$ cat config.mk
export PLATFORM = sky130hd
export DESIGN_NAME = magic_nmi_arbiter
export DESIGN_NICKNAME = d
export VERILOG_FILES = /design/src/rtl/magic_nmi_arbiter.sv
export SDC_FILE = /design/constraint.sdc
export NUM_CORES = 1
export LEC_CHECK = 0
export CAP_MARGIN = 40
export CORE_UTILIZATION = 63
export CTS_CLUSTER_SIZE = 12
export DETAILED_ROUTE_END_ITERATION = 10
export PLACE_DENSITY = 0.85
export RECOVER_POWER = 100
export SLEW_MARGIN = 10
export SYNTH_ARGS = -nofsm -noshare
export SYNTH_HDL_FRONTEND = slang
export SYNTH_SLANG_ARGS = --single-unit
$ cat constraint.sdc
create_clock -name clk28 -period 8.8 [get_ports clk28]
set_clock_uncertainty 0.1 [all_clocks]
set_input_delay 2.64 -clock clk28 [delete_from_list [all_inputs] [get_ports clk28]]
set_output_delay 2.64 -clock clk28 [all_outputs]
set_load 0.02 [all_outputs]
$ cat src/rtl/magic_nmi_arbiter.sv
// rtl/magic_nmi_arbiter.sv - debounced button NMI arbiter with ULA-synchronised assertion and ack timeout
module magic_nmi_arbiter #(
   parameter int DEBOUNCE_W = 16,
   parameter int TIMEOUT_W  = 20
) (
   input  logic        clk28,
   input  logic        rst,
   input  logic        btn_magic,
   input  logic        btn_pause,
   input  logic        btn_div,
   input  logic        n_int,
   input  logic        n_int_next,
   input  logic        bus_m1,
   input  logic        bus_mreq,
   input  logic [15:0] bus_a,
   input  logic        magic_mode,
   input  logic        div_en,
   output logic        n_nmi,
   output logic [1:0]  nmi_src,
   output logic        nmi_timeout,
   output logic        magic_button,
   output logic        pause_button,
   output logic        div_button
);

   typedef enum logic [1:0] {S_IDLE, S_WAIT_INT, S_ASSERT, S_HOLDOFF} state_t;

   // Button lanes: bit 0 magic, bit 1 div, bit 2 pause.
   logic [2:0]            w_raw;
   logic [2:0]            r_sync1;
   logic [2:0]            r_sync2;
   logic [2:0]            r_stable;
   logic [2:0]            r_stable_d;
   logic [DEBOUNCE_W-1:0] r_db_cnt [3];

   state_t                r_state;
   logic [TIMEOUT_W-1:0]  r_to_cnt;
   logic [TIMEOUT_W-1:0]  w_to_next;
   logic [2:0]            w_rise;
   logic                  w_req_magic;
   logic                  w_req_div;
   logic                  w_req_pause;
   logic                  w_ack;
   logic                  w_to_hit;

   assign w_raw = {btn_pause, btn_div, btn_magic};

   always_ff @(posedge clk28 or posedge rst) begin
      if (rst) begin
         r_sync1    <= '0;
         r_sync2    <= '0;
         r_stable   <= '0;
         r_stable_d <= '0;
         for (int i = 0; i < 3; i++) r_db_cnt[i] <= '0;
      end else begin
         r_sync1    <= w_raw;
         r_sync2    <= r_sync1;
         r_stable_d <= r_stable;
         for (int i = 0; i < 3; i++) begin
            if (r_sync2[i] == r_stable[i]) begin
               r_db_cnt[i] <= '0;
            end else if (r_db_cnt[i] == {DEBOUNCE_W{1'b1}}) begin
               r_stable[i] <= r_sync2[i];
               r_db_cnt[i] <= '0;
            end else begin
               r_db_cnt[i] <= r_db_cnt[i] + 1'b1;
            end
         end
      end
   end

   assign w_rise      = r_stable & ~r_stable_d;
   assign w_req_magic = w_rise[0] & ~magic_mode;
   assign w_req_div   = w_rise[1] & div_en;
   assign w_req_pause = w_rise[2] & ~magic_mode;
   assign w_ack       = bus_m1 & bus_mreq & (bus_a == 16'h0066);
   assign w_to_next   = r_to_cnt + 1'b1;
   // The NMI stays low for 2^TIMEOUT_W-1 cycles before giving up.
   assign w_to_hit    = (w_to_next == {TIMEOUT_W{1'b1}});

   always_ff @(posedge clk28 or posedge rst) begin
      if (rst) begin
         r_state     <= S_IDLE;
         r_to_cnt    <= '0;
         n_nmi       <= 1'b1;
         nmi_src     <= 2'd0;
         nmi_timeout <= 1'b0;
      end else begin
         case (r_state)
            S_IDLE: begin
               if (w_req_magic) begin
                  nmi_src <= 2'd1;
                  r_state <= S_WAIT_INT;
               end else if (w_req_div) begin
                  nmi_src <= 2'd2;
                  r_state <= S_WAIT_INT;
               end else if (w_req_pause) begin
                  nmi_src <= 2'd3;
                  r_state <= S_WAIT_INT;
               end
            end
            S_WAIT_INT: begin
               if (n_int && !n_int_next) begin
                  n_nmi   <= 1'b0;
                  r_state <= S_ASSERT;
               end
            end
            S_ASSERT: begin
               if (w_ack) begin
                  n_nmi       <= 1'b1;
                  nmi_timeout <= 1'b0;
                  r_to_cnt    <= '0;
                  r_state     <= S_HOLDOFF;
               end else if (w_to_hit) begin
                  n_nmi       <= 1'b1;
                  nmi_timeout <= 1'b1;
                  r_to_cnt    <= '0;
                  r_state     <= S_HOLDOFF;
               end else begin
                  r_to_cnt <= w_to_next;
               end
            end
            S_HOLDOFF: begin
               if (r_stable == 3'b000) r_state <= S_IDLE;
            end
            default: r_state <= S_IDLE;
         endcase
      end
   end

   assign magic_button = r_stable[0];
   assign div_button   = r_stable[1];
   assign pause_button = r_stable[2];

endmodule

==> results.py <==
metrics = {
    "synth": {
        "syn-instance-count": 493,
        "yosys.cell_types.count": 65,
        "synth_fp_nets": 530,
        "synth_edf_count": 0,
        "synth_seq_area_share": 0.4628,
        "ys_ff_latch": 86,
        "netlist_area_mm2": 0.004653,
        "yosys_warnings": 0,
        "synthFlopType": "dfrtp_1",
        "syn_area_per_cell_um2": 9.439,
        "synth-async-reset-ratio": 1.000,
    },
    "routing": {
        "drc": 0,
        "drt_first_pass_iters": 4,
        "wire_per_inst_um": 16.10,
        "drt_iter0_markers": 324,
        "wl_um": 9950,
        "ant_nets": 0,
        "via_count": 3764,
        "routed_via_density": 6.091,
    },
    "floorplan": {
        "dieArea_mm2": 0.007733,
        "dieHeight_um": 87.94,
        "ioPinCount": 34,
        "start_util": 0.6665,
        "core_mm2": 0.006982,
        "rows": 30,
        "die_w_um": 87.94,
    },
    "power_and_ir_drop": {
        "p_leak_nw": 2.229,
        "ir_drop_mv": 0.2134,
        "powerDensity_mw_per_mm2": 178.5,
    },
    "worst_setup_path": {
        "start_kind": "input port",
        "regToRegStartpoint": "r_to_cnt[1]$_DFFE_PP0P_",
        "reg2regPathDepth": 7,
        "path_max_fanout": 9,
        "worstPathRequired_ns": 8.90,
        "cp-startpoint": "bus_a[0]",
        "path_class": "in -> reg",
        "rrSetupSlack_ns": 5.19,
        "worstPathArrival_ns": 4.86,
        "critPathCaptureType": "flip-flop",
        "r2r_end": "r_to_cnt[10]$_DFFE_PP0P_",
    },
    "clocking": {
        "cts-root-buf": "clkbuf_8",
        "ctsResizeCount": 0,
        "cts.sinks": 86,
        "cts_tree": "built",
        "clock_path_buffers": 2,
        "postCtsSetupRepairBufs": 0,
        "clock_latency_ns": 0.36,
        "cts_buffers": 9,
        "clkTransAtPathRegs_ns": 0.08,
        "htree_levels": 3,
        "hold_buffers": 0,
    },
    "place": {
        "numPortBuffers": 33,
        "placed_cell_area_mm2": 0.005040,
        "globalplace.congestion": 0.8742,
        "place_hpwl_um": 6873,
    },
    "worst_hold_path": {
        "min_to": "r_sync2[2]$_DFF_PP0_",
        "holdCritStartpoint": "r_sync1[2]$_DFF_PP0_",
        "min_delay_path_depth": 0,
        "min_path_type": "reg -> reg",
    },
    "final_layout": {
        "area_growth_syn_to_layout_pct": 12.64,
        "drive_gt1_frac": 0.06897,
        "final_cell_area_mm2": 0.005241,
        "final_nets": 554,
        "diodes": 0,
    },
    "job": {
        "max_cap_violations": 0,
    },
    "grt": {
        "grt_pass1_vias": 3546,
        "antenna_found_initial": 0,
        "grt_use_total": 0.2802,
        "grt.overflow.total": 0,
        "grt_max_degree": 68,
        "grt_pass1_wl_um": 16480,
    },
    "run_status": {
        "status": "finished, final reports clean",
    },
    "sta": {
        "maxSlewHeadroom": 0.2155,
        "final_hold_viol_count": 0,
        "period_minus_slack_ns": 4.758,
        "fin_crit_sh": 0.5406,
        "setup_viol": 0,
        "tightest_slew_ns": 1.177,
        "drv_slew": 0,
        "rsz0062_at_grt": "false",
        "setup_tns_ns": 0,
        "max_freq_mhz": 210.2,
    },
}
==> worst max-delay path, cell delays in order <==
cell	delay, ns
dlygate4sd3_1	0.54
nor4b_1	0.32
nand3_1	0.13
or3_1	0.43
nor2_1	0.50
nor3_1	0.14
nor2b_1	0.16
==> layout by cell type (no fill, tap or decap), types with 5 or more instances in the layout <==
cell type / count
nand2_1: 27
xor2_1: 25
clkbuf_8: 10
a21oi_1: 5
and4_1: 8
nor3_1: 17
dfrtp_1: 85
and3_1: 18
dlygate4sd3_1: 13
nor4_1: 7
nand4_1: 11
nand3_1: 41
ha_1: 10
xnor2_1: 22
inv_1: 21
nor2_1: 72
o21ai_0: 17
clkdlybuf4s50_1: 20
==> routing by layer <==
layer	up-vias	wire length, um	global-route usage
met5	-	0	0
met4	0	168	0.09389
met3	21	410	0.04995
met2	106	4781	0.4623
met1	1846	4590	0.3765
li1	1791	-	-
==> stage by stage <==
| step | setup WS (ns) | cells | total power (W) | hold slack (ns) | util |
|---|---|---|---|---|---|
| 5_1_grt | 3.894 | 618 | 0.0009800 | 0.2551 | 0.7507 |
| 4_1_cts | 4.194 | 618 | 0.0009366 | 0.2606 | 0.7513 |
| 3_5_place_dp | 3.806 | 602 | 0.0006499 | 0.2401 | 0.7219 |
| 6_report | 4.042 | 618 | 0.0009353 | 0.2600 | 0.7507 |
| 3_3_place_gp | 3.896 | 601 | 0.0006365 | 0.2321 | 0.7179 |
| 2_1_floorplan | 3.840 | 493 | 0.0005971 | 0.2312 | - |
==> where the power goes <==
group	switching [W]	internal, W
sequential	0.0000382	0.000414
clock	0.000149	0.000141
combinational	0.000113	0.0000799
==> registers in the layout, summed over array words and instances (netlist names) <==
name         cells
nmi_src          2
r_db_cnt        48
n_nmi            1
r_stable_d       3
r_state          2
r_sync1          3
r_sync2          3
nmi_timeout      1
r_to_cnt        20
r_stable         3
==> synthesized netlist by cell type (all sizes together) (9+ instances only) <==
master  number  area share
dfrtp       85        0.46
nand4       13       0.022
nor4         9       0.017
clkbuf      14       0.012
xnor2       22       0.041
and3        18       0.024
ha          10       0.027
o21ai       17       0.018
nand3       42       0.046
nand2       27       0.022
nor3        17       0.018
xor2        25       0.047
buf          9       0.012
nor2        72       0.058
inv         22       0.018
==> final cells by class <==
| type | count | area (um^2) |
|---|---|---|
| multi-input cells | 361 | 2306 |
| flip-flops and latches | 86 | 2153 |
| fillers | 488 | 1740 |
| repair buffers | 36 | 369.1 |
| clock buffers | 10 | 137.6 |
| well taps | 96 | 120.1 |
| inverters | 23 | 87.58 |
| clock inverters | 6 | 67.56 |
==> how the worst max path moves through the flow <==
stage / end / slack (ns) / cells past startpoint
final: r_to_cnt[7]$_DFFE_PP0P_ / 4.04 / 7
after global placement: r_to_cnt[7]$_DFFE_PP0P_ / 3.90 / 6
after global routing: r_to_cnt[7]$_DFFE_PP0P_ / 3.89 / 7
after detailed placement: r_to_cnt[7]$_DFFE_PP0P_ / 3.81 / 6
after CTS: r_to_cnt[7]$_DFFE_PP0P_ / 4.19 / 6
after floorplan: nmi_src[0]$_DFFE_PP0P_ / 3.84 / 1
==> cells by family after synthesis <==
family,count (synthesis),synth area share
AND/OR/NAND/NOR,235,0.2684
buffers and inverters,46,0.04168
flip-flops,86,0.4628
XOR/XNOR,47,0.08846
AO/OA/AOI/OAI,63,0.09787
adder cells (fa/ha/maj),10,0.02689
multiplexers,6,0.01398
No activity file was read; power rests on OpenSTA's default activity.
